$ cat config.mk
export PLATFORM = sky130hd
export DESIGN_NAME = majority_sample_collector
export DESIGN_NICKNAME = d
export VERILOG_FILES = /design/src/rtl/majority_pkg.sv /design/src/rtl/maj_shift_count.sv /design/src/rtl/majority_sample_collector.sv
export SDC_FILE = /design/constraint.sdc
export NUM_CORES = 1
export LEC_CHECK = 0
export ABC_AREA = 1
export CORE_UTILIZATION = 40
export DETAILED_ROUTE_END_ITERATION = 10
export PLACE_DENSITY = 0.79
export SYNTH_ARGS = -nofsm -noshare
export SYNTH_HDL_FRONTEND = slang
export SYNTH_SLANG_ARGS = --single-unit
$ cat constraint.sdc
create_clock -name clk -period 1.8 [get_ports clk]
set_clock_uncertainty 0.05 [all_clocks]
set_input_delay 0.36 -clock clk [delete_from_list [all_inputs] [get_ports clk]]
set_output_delay 0.36 -clock clk [all_outputs]
set_load 0.05 [all_outputs]
$ cat src/rtl/majority_pkg.sv
// Shared constants and state encoding for the majority sample collector and majority_circuit.
package majority_pkg;

    localparam int MAJ_N  = 7;
    localparam int MAJ_CW = $clog2(MAJ_N + 1);

    typedef enum logic {
        ST_FILL = 1'b0,
        ST_HOLD = 1'b1
    } maj_state_e;

endpackage

$ cat src/rtl/maj_shift_count.sv
// Window datapath: shift register, running ones count and fill counter.
// With MAJ_LOCAL_DECISION_EN defined, also registers the local majority decision.
module maj_shift_count
    import majority_pkg::*;
#(
    parameter int N  = MAJ_N,
    parameter int CW = $clog2(N + 1)
) (
    input  logic          clk,
    input  logic          rst,
    input  logic          clear,
    input  logic          shift_en,
    input  logic          s_bit,
    output logic [N-1:0]  vec_o,
    output logic [CW-1:0] ones_o,
    output logic          last_o
`ifdef MAJ_LOCAL_DECISION_EN
    ,
    output logic          maj_o
`endif
);

    logic [N-1:0]  vec_q,  vec_d;
    logic [CW-1:0] ones_q, ones_d;
    logic [CW-1:0] fill_q, fill_d;

    always_comb begin
        vec_d  = vec_q;
        ones_d = ones_q;
        fill_d = fill_q;
        if (clear) begin
            vec_d  = '0;
            ones_d = '0;
            fill_d = '0;
        end else if (shift_en) begin
            vec_d  = {vec_q[N-2:0], s_bit};
            ones_d = ones_q + CW'(s_bit);
            // Fill wraps to 0 on the Nth sample; the held window no longer needs it.
            fill_d = last_o ? '0 : fill_q + CW'(1);
        end
    end

    always_ff @(posedge clk) begin
        if (rst) begin
            vec_q  <= '0;
            ones_q <= '0;
            fill_q <= '0;
        end else begin
            vec_q  <= vec_d;
            ones_q <= ones_d;
            fill_q <= fill_d;
        end
    end

    assign vec_o  = vec_q;
    assign ones_o = ones_q;
    assign last_o = (fill_q == CW'(N - 1));

`ifdef MAJ_LOCAL_DECISION_EN
    logic maj_q, maj_d;

    always_comb begin
        maj_d = (ones_d > CW'(N / 2));
    end

    always_ff @(posedge clk) begin
        if (rst) begin
            maj_q <= 1'b0;
        end else begin
            maj_q <= maj_d;
        end
    end

    assign maj_o = maj_q;
`endif

endmodule

$ cat src/rtl/majority_sample_collector.sv
// Serial-to-parallel window collector feeding majority_circuit; FSM and handshakes live here.
// Optional m_maj output is built when MAJ_LOCAL_DECISION_EN is defined.
module majority_sample_collector
    import majority_pkg::*;
#(
    parameter  int N  = MAJ_N,
    localparam int CW = $clog2(N + 1)
) (
    input  logic          clk,
    input  logic          rst,
    input  logic          clr,
    input  logic          s_valid,
    output logic          s_ready,
    input  logic          s_bit,
    output logic          m_valid,
    input  logic          m_ready,
    output logic [N-1:0]  m_vec,
    output logic [CW-1:0] m_ones
`ifdef MAJ_LOCAL_DECISION_EN
    ,
    output logic          m_maj
`endif
);

    maj_state_e state_q, state_d;
    logic       accept;
    logic       clear;
    logic       last;

    always_comb begin
        s_ready = (state_q == ST_FILL);
        m_valid = (state_q == ST_HOLD);
        // clr wins over both a sample acceptance and a downstream handshake.
        accept  = s_valid && s_ready && !clr;
        clear   = clr || (m_valid && m_ready);
    end

    always_comb begin
        state_d = state_q;
        case (state_q)
            ST_FILL: if (accept && last) state_d = ST_HOLD;
            ST_HOLD: if (m_ready)        state_d = ST_FILL;
            default:                     state_d = ST_FILL;
        endcase
        if (clr) state_d = ST_FILL;
    end

    always_ff @(posedge clk) begin
        if (rst) begin
            state_q <= ST_FILL;
        end else begin
            state_q <= state_d;
        end
    end

    maj_shift_count #(
        .N  (N),
        .CW (CW)
    ) u_shift_count (
        .clk      (clk),
        .rst      (rst),
        .clear    (clear),
        .shift_en (accept),
        .s_bit    (s_bit),
        .vec_o    (m_vec),
        .ones_o   (m_ones),
        .last_o   (last)
`ifdef MAJ_LOCAL_DECISION_EN
        ,
        .maj_o    (m_maj)
`endif
    );

endmodule

# --- Word level (Yosys, flattened, before mapping) ---
# Cells that the tools add are included.
# Widths: inputs -> output; s select.
totals:
  rom_bits: 0
  latch_bits: 0
  ram_bits: 0
  wordCells: 20
  ff_bits: 14
  input_bits: 6
  out_inout_bits: 12
  memories: 0
op_classes:
  addsub: 2
  n_bitwise: 1
  order_cmp: 0
  n_reduce_logical: 8
  eq_ne: 1
  mux: 4
  n_div: 0
  mul: 0
  n_shift: 0
op_table:
  columns: ["operator", "n"]
  rows:
  - ["$logic_and 1x1->1", 4]
  - ["$reduce_or 2->1", 2]
  - ["$add 3x1->3", 1]
  - ["$add 3x1->3 const B", 1]
  - ["$eq 3x3->1 const B", 1]
  - ["$mux 3", 1]
  - ["$mux 1", 2]
  - ["$pmux 1 s2", 1]
  - ["$logic_not 1->1", 1]
  - ["$logic_or 1x1->1", 1]
  - ["$not 1->1", 1]

# --- Depth between registers and ports, before layout ---
# Gate-level depths: netlist (run 1).
depth:
  ltp_word: 6
  ltp_mapped: 6
  ltp_nobuf: 6

# --- Hierarchy ---
# A second synthesis (run 1) with hierarchy kept.
unflattened:
  hier_cells: 81
  area_unflattened_um2: 605.6
by_module_without_submodules:
  columns: ["mod", "area_per_inst_um2", "seq_area_each_um2", "cells_per_inst", "n_inst"]
  rows:
  - ["maj_shift_count", 530.5, 260.2, 70, 1]
  - ["majority_sample_collector", 75.1, 20.0, 11, 1]

# --- Worst setup path after synthesis (run 1) ---
# OpenSTA, ideal clock, no wires.
synth_timing:
  path_kind: "flip-flop to flip-flop"
  from: "reg state_q, in the netlist m_valid"
  to: "reg u_shift_count.fill_q[2]"
  slack_ps: 307
  setup_ps: 121
  synth_period_minus_slack_ps: 1493
  arrival_ps: 1322
  path_buffers: 1
  required_time_ps: 1629
  path_stages_with_launch: 7
  path_cell_list: "dfxtp_1 inv_2 nand3_2 buf_6 nor2_1 nor2_1 nor2_1"
synth_between:
  elab_chain_cells: 3
  elab_cells_between_ends: 6
  classes_between: "1 x bitwise; 5 x reduce/logical"
synth_rtl:
  columns: ["element", "line_no", "text"]
  rows:
  - ["start: declaration", "majority_sample_collector.sv:25", "maj_state_e state_q, state_d;"]
  - ["start signal: assignment", "majority_sample_collector.sv:52", "state_q <= state_d;"]
  - ["$not 1->1", null, null]
  - ["via s_ready", "majority_sample_collector.sv:13", "output logic s_ready,"]
  - ["$logic_and 1x1->1 (2 in a row)", "majority_sample_collector.sv:34", "accept = s_valid && s_ready && !clr;"]
  - ["end signal: assignment", "maj_shift_count.sv:51", "fill_q <= fill_d;"]
  - ["end: declaration", "maj_shift_count.sv:25", "logic [CW-1:0] fill_q, fill_d;"]
# The timed path passes the listed nets, and every way through them passes these cells.
# A chain may end at the register's enable or synchronous reset.

# --- Final worst setup path (run 1) ---
layout_timing:
  from: "reg state_q, in the netlist m_valid"
  to: "out s_ready"
layout_between:
  elab_chain_cells: 1
layout_rtl:
  columns: ["element", "line_no"]
  rows:
  - ["$not 1->1", null]
  - ["end: declaration", "majority_sample_collector.sv:13"]
# No other way between the ends.

==> results of run 1 <==
flip-flops by register name (all words and copies together), names as in the netlist:
signal / flops
u_shift_count.vec_o: 7
u_shift_count.fill_q: 3
m_valid: 1
u_shift_count.ones_o: 3
worst min-delay path: cells and delay by family, from the launching register on:
| family | cells | cell delay, ns |
|---|---|---|
| flops | 1 | 0.32 |
| simple gates | 1 | 0.06 |
| compound gates | 1 | 0.05 |
per-stage QoR:
step,total power (uW),cells
after global placement,369,107
final,595,111
after global routing,614,111
after floorplan,353,76
after detailed placement,370,107
after CTS,596,111
kinds of logic after synthesis:
| group | Yosys count |
|---|---|
| compound gates | 13 |
| simple gates | 40 |
| fa+ha+maj | 2 |
| flops | 14 |
| buf+inv | 6 |
| xor+xnor | 1 |
cells in the final DEF (no fill, tap or decap), types with 2 or more instances in the layout:
| cell type | instances |
|---|---|
| clkbuf_4 | 3 |
| nor2_1 | 7 |
| nand3_1 | 2 |
| dfxtp_1 | 14 |
| buf_4 | 13 |
| nand2_1 | 25 |
| a21oi_1 | 12 |
| clkdlybuf4s50_1 | 5 |
| inv_1 | 2 |
| ha_1 | 2 |
| or2_2 | 2 |
| inv_2 | 2 |
final cells by class:
| type | instances | area, sq um | area share |
|---|---|---|---|
| flip-flops and latches | 14 | 280 | 0.357 |
| clock buffers | 4 | 36.3 | 0.0463 |
| repair buffers | 18 | 148 | 0.188 |
| inverters | 4 | 15.0 | 0.0191 |
| multi-input cells | 56 | 287 | 0.365 |
| well taps | 15 | 18.8 | 0.0239 |
worst min-delay path by stage:
stage          slack, ns  cells after the start                    start                      end
2_1_floorplan       0.40                      2  u_shift_count.fill_q[2]  u_shift_count.fill_q[2]
3_3_place_gp        0.40                      2   u_shift_count.vec_o[6]   u_shift_count.vec_o[6]
3_5_place_dp        0.42                      2   u_shift_count.vec_o[6]   u_shift_count.vec_o[6]
4_1_cts             0.43                      2   u_shift_count.vec_o[6]   u_shift_count.vec_o[6]
5_1_grt             0.44                      2   u_shift_count.vec_o[6]   u_shift_count.vec_o[6]
6_report            0.43                      2   u_shift_count.vec_o[6]   u_shift_count.vec_o[6]
per-layer routing:
metal  vias to the layer above  track usage  share of wire
li1                        282            -              -
met1                       234        0.203           0.50
met2                        16        0.184           0.44
met3                         2       0.0326          0.046
met4                         0        0.100          0.011
met5                         -            0              0
power by group:
group / switching [uW] / total, uW / internal [uW] / leakage [uW]
Sequential: 2.13 / 314 / 312 / 0.000113
Combinational: 28.1 / 49.2 / 21.1 / 0.000187
Clock: 109 / 232 / 123 / 0.0000210
==> results.py, run 1 <==
metrics = {
    "cts": {
        "cts_sinks": 14,
        "cts.reportedPaths.clkPinSlew_ns": 0.09,
        "clockRootBuffer": "clkbuf_4",
        "cts_buffers": 3,
        "cts.repair.resized": 0,
        "cts_tree": "built",
        "cts_setup_buffers": 0,
        "clkLatencyLatePin_ns": 0.28,
        "htreeDepth": 1,
        "clk_path_buf_depth": 2,
        "cts_hold_buf": 0,
    },
    "logic_synthesis": {
        "async_flop_share": 0,
        "ys_ff_latch": 14,
        "synth_flop_cell": "dfxtp_1",
        "synth_compound_area_frac": 0.108,
        "ys_warn_count": 0,
        "ys_top_cells_by_count": "nand2_1, dfxtp_1, a21oi_1",
        "synthAdderAreaFrac": 0.0414,
        "synth_nets": 84,
        "synth_edf_count": 0,
        "yosysSeqAreaShare": 0.464,
        "syn_area_per_cell_sq_um": 7.95,
        "synth_top_family_by_area": "simple AND/OR/NAND/NOR gates",
        "ys_types": 16,
        "synth_top_area_share": 0.464,
        "yosysMostFrequentCell": "nand2_1",
        "synth-simple-area-share": 0.311,
        "netlist_area_sq_um": 604,
        "netlist_instances": 76,
        "synth_area_leaders": "dfxtp_1, nand2_1, a21oi_1, nor2_1, ha_1",
        "synthMuxAreaShare": 0,
        "synthXorXnorAreaFrac": 0.0145,
        "yosysTopAreaCell": "dfxtp_1",
    },
    "setup_path": {
        "path_depth": 2,
        "critPathMaxStageDelay_ns": 0.37,
        "r2r-end": "u_shift_count.ones_o[2]",
        "cp_max_fo": 4,
        "cp_slowest_cell": "dfxtp_1",
        "cp-end-kind": "output pin",
        "crit_end": "s_ready",
        "r2r_slack_ns": 0.69,
        "critPathLaunchType": "flip-flop",
        "critical_path_class": "reg -> out",
        "cp.arrival_ns": 0.91,
        "crit_buf_inv": 2,
        "path_cells": "inv_2, buf_4",
        "cp.required_ns": 1.39,
        "ff2ff_path_depth": 6,
        "reg2reg_from": "m_valid",
        "crit_family": "flip-flops",
        "crit_start": "m_valid",
    },
    "hold_path": {
        "hold_path_class": "reg -> reg",
    },
    "floorplan": {
        "die-area_sq_um": 1670,
        "ios": 18,
        "coreArea_sq_um": 1350,
        "fp-row-count": 13,
        "die_h_microns": 40.9,
        "die_w_microns": 40.9,
        "initial_core_util": 0.448,
    },
    "drt": {
        "drcViolationCount": 0,
        "dr.pass1.iters": 4,
        "vias": 534,
        "wl_per_cell_microns": 9.84,
        "first_iter_violations": 18,
        "viasPerCell": 4.81,
        "ant_nets": 0,
        "finalWirelength_mm": 1.09,
    },
    "timing": {
        "fin_ws_ns": 0.477,
        "hold_viol": 0,
        "final_max_slew_viol_count": 0,
        "slew_headroom": 0.800,
        "hold_ws_ns": 0.426,
        "finalCritPeriodShare": 0.735,
        "rsz0062_at_grt": "false",
        "worstMarginPinSlew_ns": 0.300,
        "fin_crit_ns": 1.32,
        "fin_setup_tns_ns": 0,
        "fmax_mhz": 756,
        "setup_violations": 0,
    },
    "place": {
        "pre_cts_ws_ns": 0.197,
        "gp_congestion": 0.732,
        "placed_area_sq_um": 748,
        "portBuffers": 17,
        "dp_hpwl_microns": 746,
    },
    "outcome": {
        "status": "complete, no violations",
    },
    "global_routing": {
        "grt_pass1_vias": 372,
        "antenna_found_initial": 0,
        "grt.total_usage": 0.142,
        "grt_max_degree": 15,
        "gr-total-overflow": 0,
        "grt_first_pass_wirelength_mm": 1.54,
    },
    "layout": {
        "nNetsFinal": 105,
        "drive_gt1_frac": 0.260,
        "post-route-util": 0.581,
        "design_area_sq_um": 785,
        "syn_to_final_growth_pct": 29.8,
        "fill_cells": 126,
        "diodes": 0,
    },
    "power_and_ir_drop": {
        "power.density_nw_per_um2": 759,
        "p_leak_uw": 0.000320,
        "ir_drop_mv": 0.405,
    },
    "flow_run": {
        "maxCapViolations": 0,
    },
}
Note: power is estimated with default switching activity, not from simulation.
==> run 2: changes to the inputs <==
==> constraint.sdc (replaced) <==
create_clock -name clk -period 1.3 [get_ports clk]
set_clock_uncertainty 0.05 [all_clocks]
set_input_delay 0.26 -clock clk [delete_from_list [all_inputs] [get_ports clk]]
set_output_delay 0.26 -clock clk [all_outputs]
set_load 0.05 [all_outputs]
==> results.py, run 2 (synthesized netlist as in run 1, its figures left out) <==
metrics = {
    "global_routing": {
        "antenna_found_initial": 0,
        "gr-total-overflow": 0,
        "grt_pass1_vias": 532,
        "grt_first_pass_wirelength_mm": 2.32,
        "grt_max_degree": 15,
        "grt.total_usage": 0.224,
    },
    "cts": {
        "clockRootBuffer": "clkbuf_4",
        "cts_tree": "built",
        "cts_buffers": 3,
        "htreeDepth": 1,
        "clkLatencyLatePin_ns": 0.28,
        "cts_sinks": 14,
        "cts.reportedPaths.clkPinSlew_ns": 0.08,
        "clk_path_buf_depth": 2,
        "cts_setup_buffers": 0,
    },
    "floorplan": {
        "die-area_sq_um": 1670,
        "ios": 18,
        "coreArea_sq_um": 1350,
        "fp-row-count": 13,
        "die_w_microns": 40.9,
        "initial_core_util": 0.448,
        "die_h_microns": 40.9,
    },
    "layout": {
        "fill_cells": 103,
        "diodes": 0,
        "mostFrequentLayoutCells": "nand2_1, buf_12, a21oi_1, dfxtp_1, nor2_1",
        "multiInputGateArea_sq_um": 287,
        "post-route-util": 0.715,
        "final_common_cell": "nand2_1",
        "finalNonFillerCells": 114,
        "nNetsFinal": 109,
        "drive_gt1_frac": 0.303,
        "regArea_sq_um": 283,
        "syn_to_final_growth_pct": 59.8,
        "largest_reg_flops": 7,
    },
    "timing": {
        "fmax_mhz": 824,
        "hold_viol": 0,
        "hold_ws_ns": 0.450,
        "rsz0062_at_grt": "false",
        "final_max_slew_viol_count": 0,
        "fin_crit_ns": 1.21,
        "fin_ws_ns": 0.0863,
        "worstMarginPinSlew_ns": 0.199,
        "slew_headroom": 0.866,
        "setup_violations": 0,
        "finalCritPeriodShare": 0.934,
    },
    "flow_run": {
        "maxCapViolations": 0,
    },
    "drt": {
        "drcViolationCount": 0,
        "vias": 592,
        "wl_per_cell_microns": 12.7,
        "viasPerCell": 5.19,
        "dr.pass1.iters": 4,
        "ant_nets": 0,
        "first_iter_violations": 12,
        "finalWirelength_mm": 1.45,
    },
    "power_and_ir_drop": {
        "p_leak_uw": 0.000372,
        "power.density_nw_per_um2": 795,
        "ir_drop_mv": 0.488,
    },
    "hold_path": {
        "hold_path_class": "reg -> reg",
    },
    "setup_path": {
        "cp.required_ns": 1.46,
        "critPathLaunchType": "input port",
        "critical_path_class": "in -> reg",
        "cp_max_fo": 5,
        "cp-end-kind": "flip-flop",
        "cp.arrival_ns": 1.37,
    },
    "place": {
        "gp_congestion": 0.755,
        "portBuffers": 17,
        "pre_cts_ws_ns": -0.247,
        "dp_hpwl_mm": 1.13,
        "placed_cells": 111,
    },
    "outcome": {
        "status": "complete, no violations",
    },
}
==> run 2: final timing paths <==
kind | start | to | slack, ns | cells after the start
max | clr | u_shift_count.vec_o[5] | 0.09 | 6
min reg2reg | u_shift_count.ones_o[0] | u_shift_count.ones_o[0] | 0.45 | 2
max reg2reg | m_valid | u_shift_count.vec_o[5] | 0.19 | 6
min | u_shift_count.ones_o[0] | u_shift_count.ones_o[0] | 0.45 | 2
==> run 2: worst max-delay path, stage by stage <==
cell and delay, ns:
clkdlybuf4s50_1 0.54, inv_2 0.08, nand3_2 0.13, buf_4 0.14, nand2_1 0.05, a21oi_1 0.18
==> run 2: final cells by class <==
class,count,area share
Timing Repair Buffer,22,0.352
Multi-Input combinational cell,56,0.297
Sequential cell,14,0.293
Clock buffer,3,0.0233
Tap cell,15,0.0194
Inverter,4,0.0155
==> run 2: routing by layer <==
metal,vias up,global-route usage,wire (microns)
met4,0,0.100,30
li1,288,-,-
met1,285,0.240,602
met5,-,0,0
met2,14,0.387,759
met3,5,0.0815,56
==> run 2: what timing repair did <==
action | 4_1_cts | 5_1_grt
endpoints found under the setup margin | 0 | 2
resized for setup | 0 | 1
hold buffers | 0 | 0
==> run 2: power by group <==
part / internal, uW / leakage (uW) / switching, uW
Clock: 108 / 0.0000138 / 136
Sequential: 431 / 0.000114 / 4.22
Combinational: 44.7 / 0.000245 / 44.1
Total: 584 / 0.000372 / 185
==> run 2: per-stage QoR <==
| stage | instance area [sq um] | setup TNS (ns) | power [uW] |
|---|---|---|---|
| after floorplan | 607 | 0 | 490 |
| after global placement | 943 | -1.79 | 530 |
| after detailed placement | 943 | -2.41 | 533 |
| after CTS | 966 | 0 | 778 |
| after global routing | 966 | 0 | 802 |
| final | 966 | 0 | 768 |
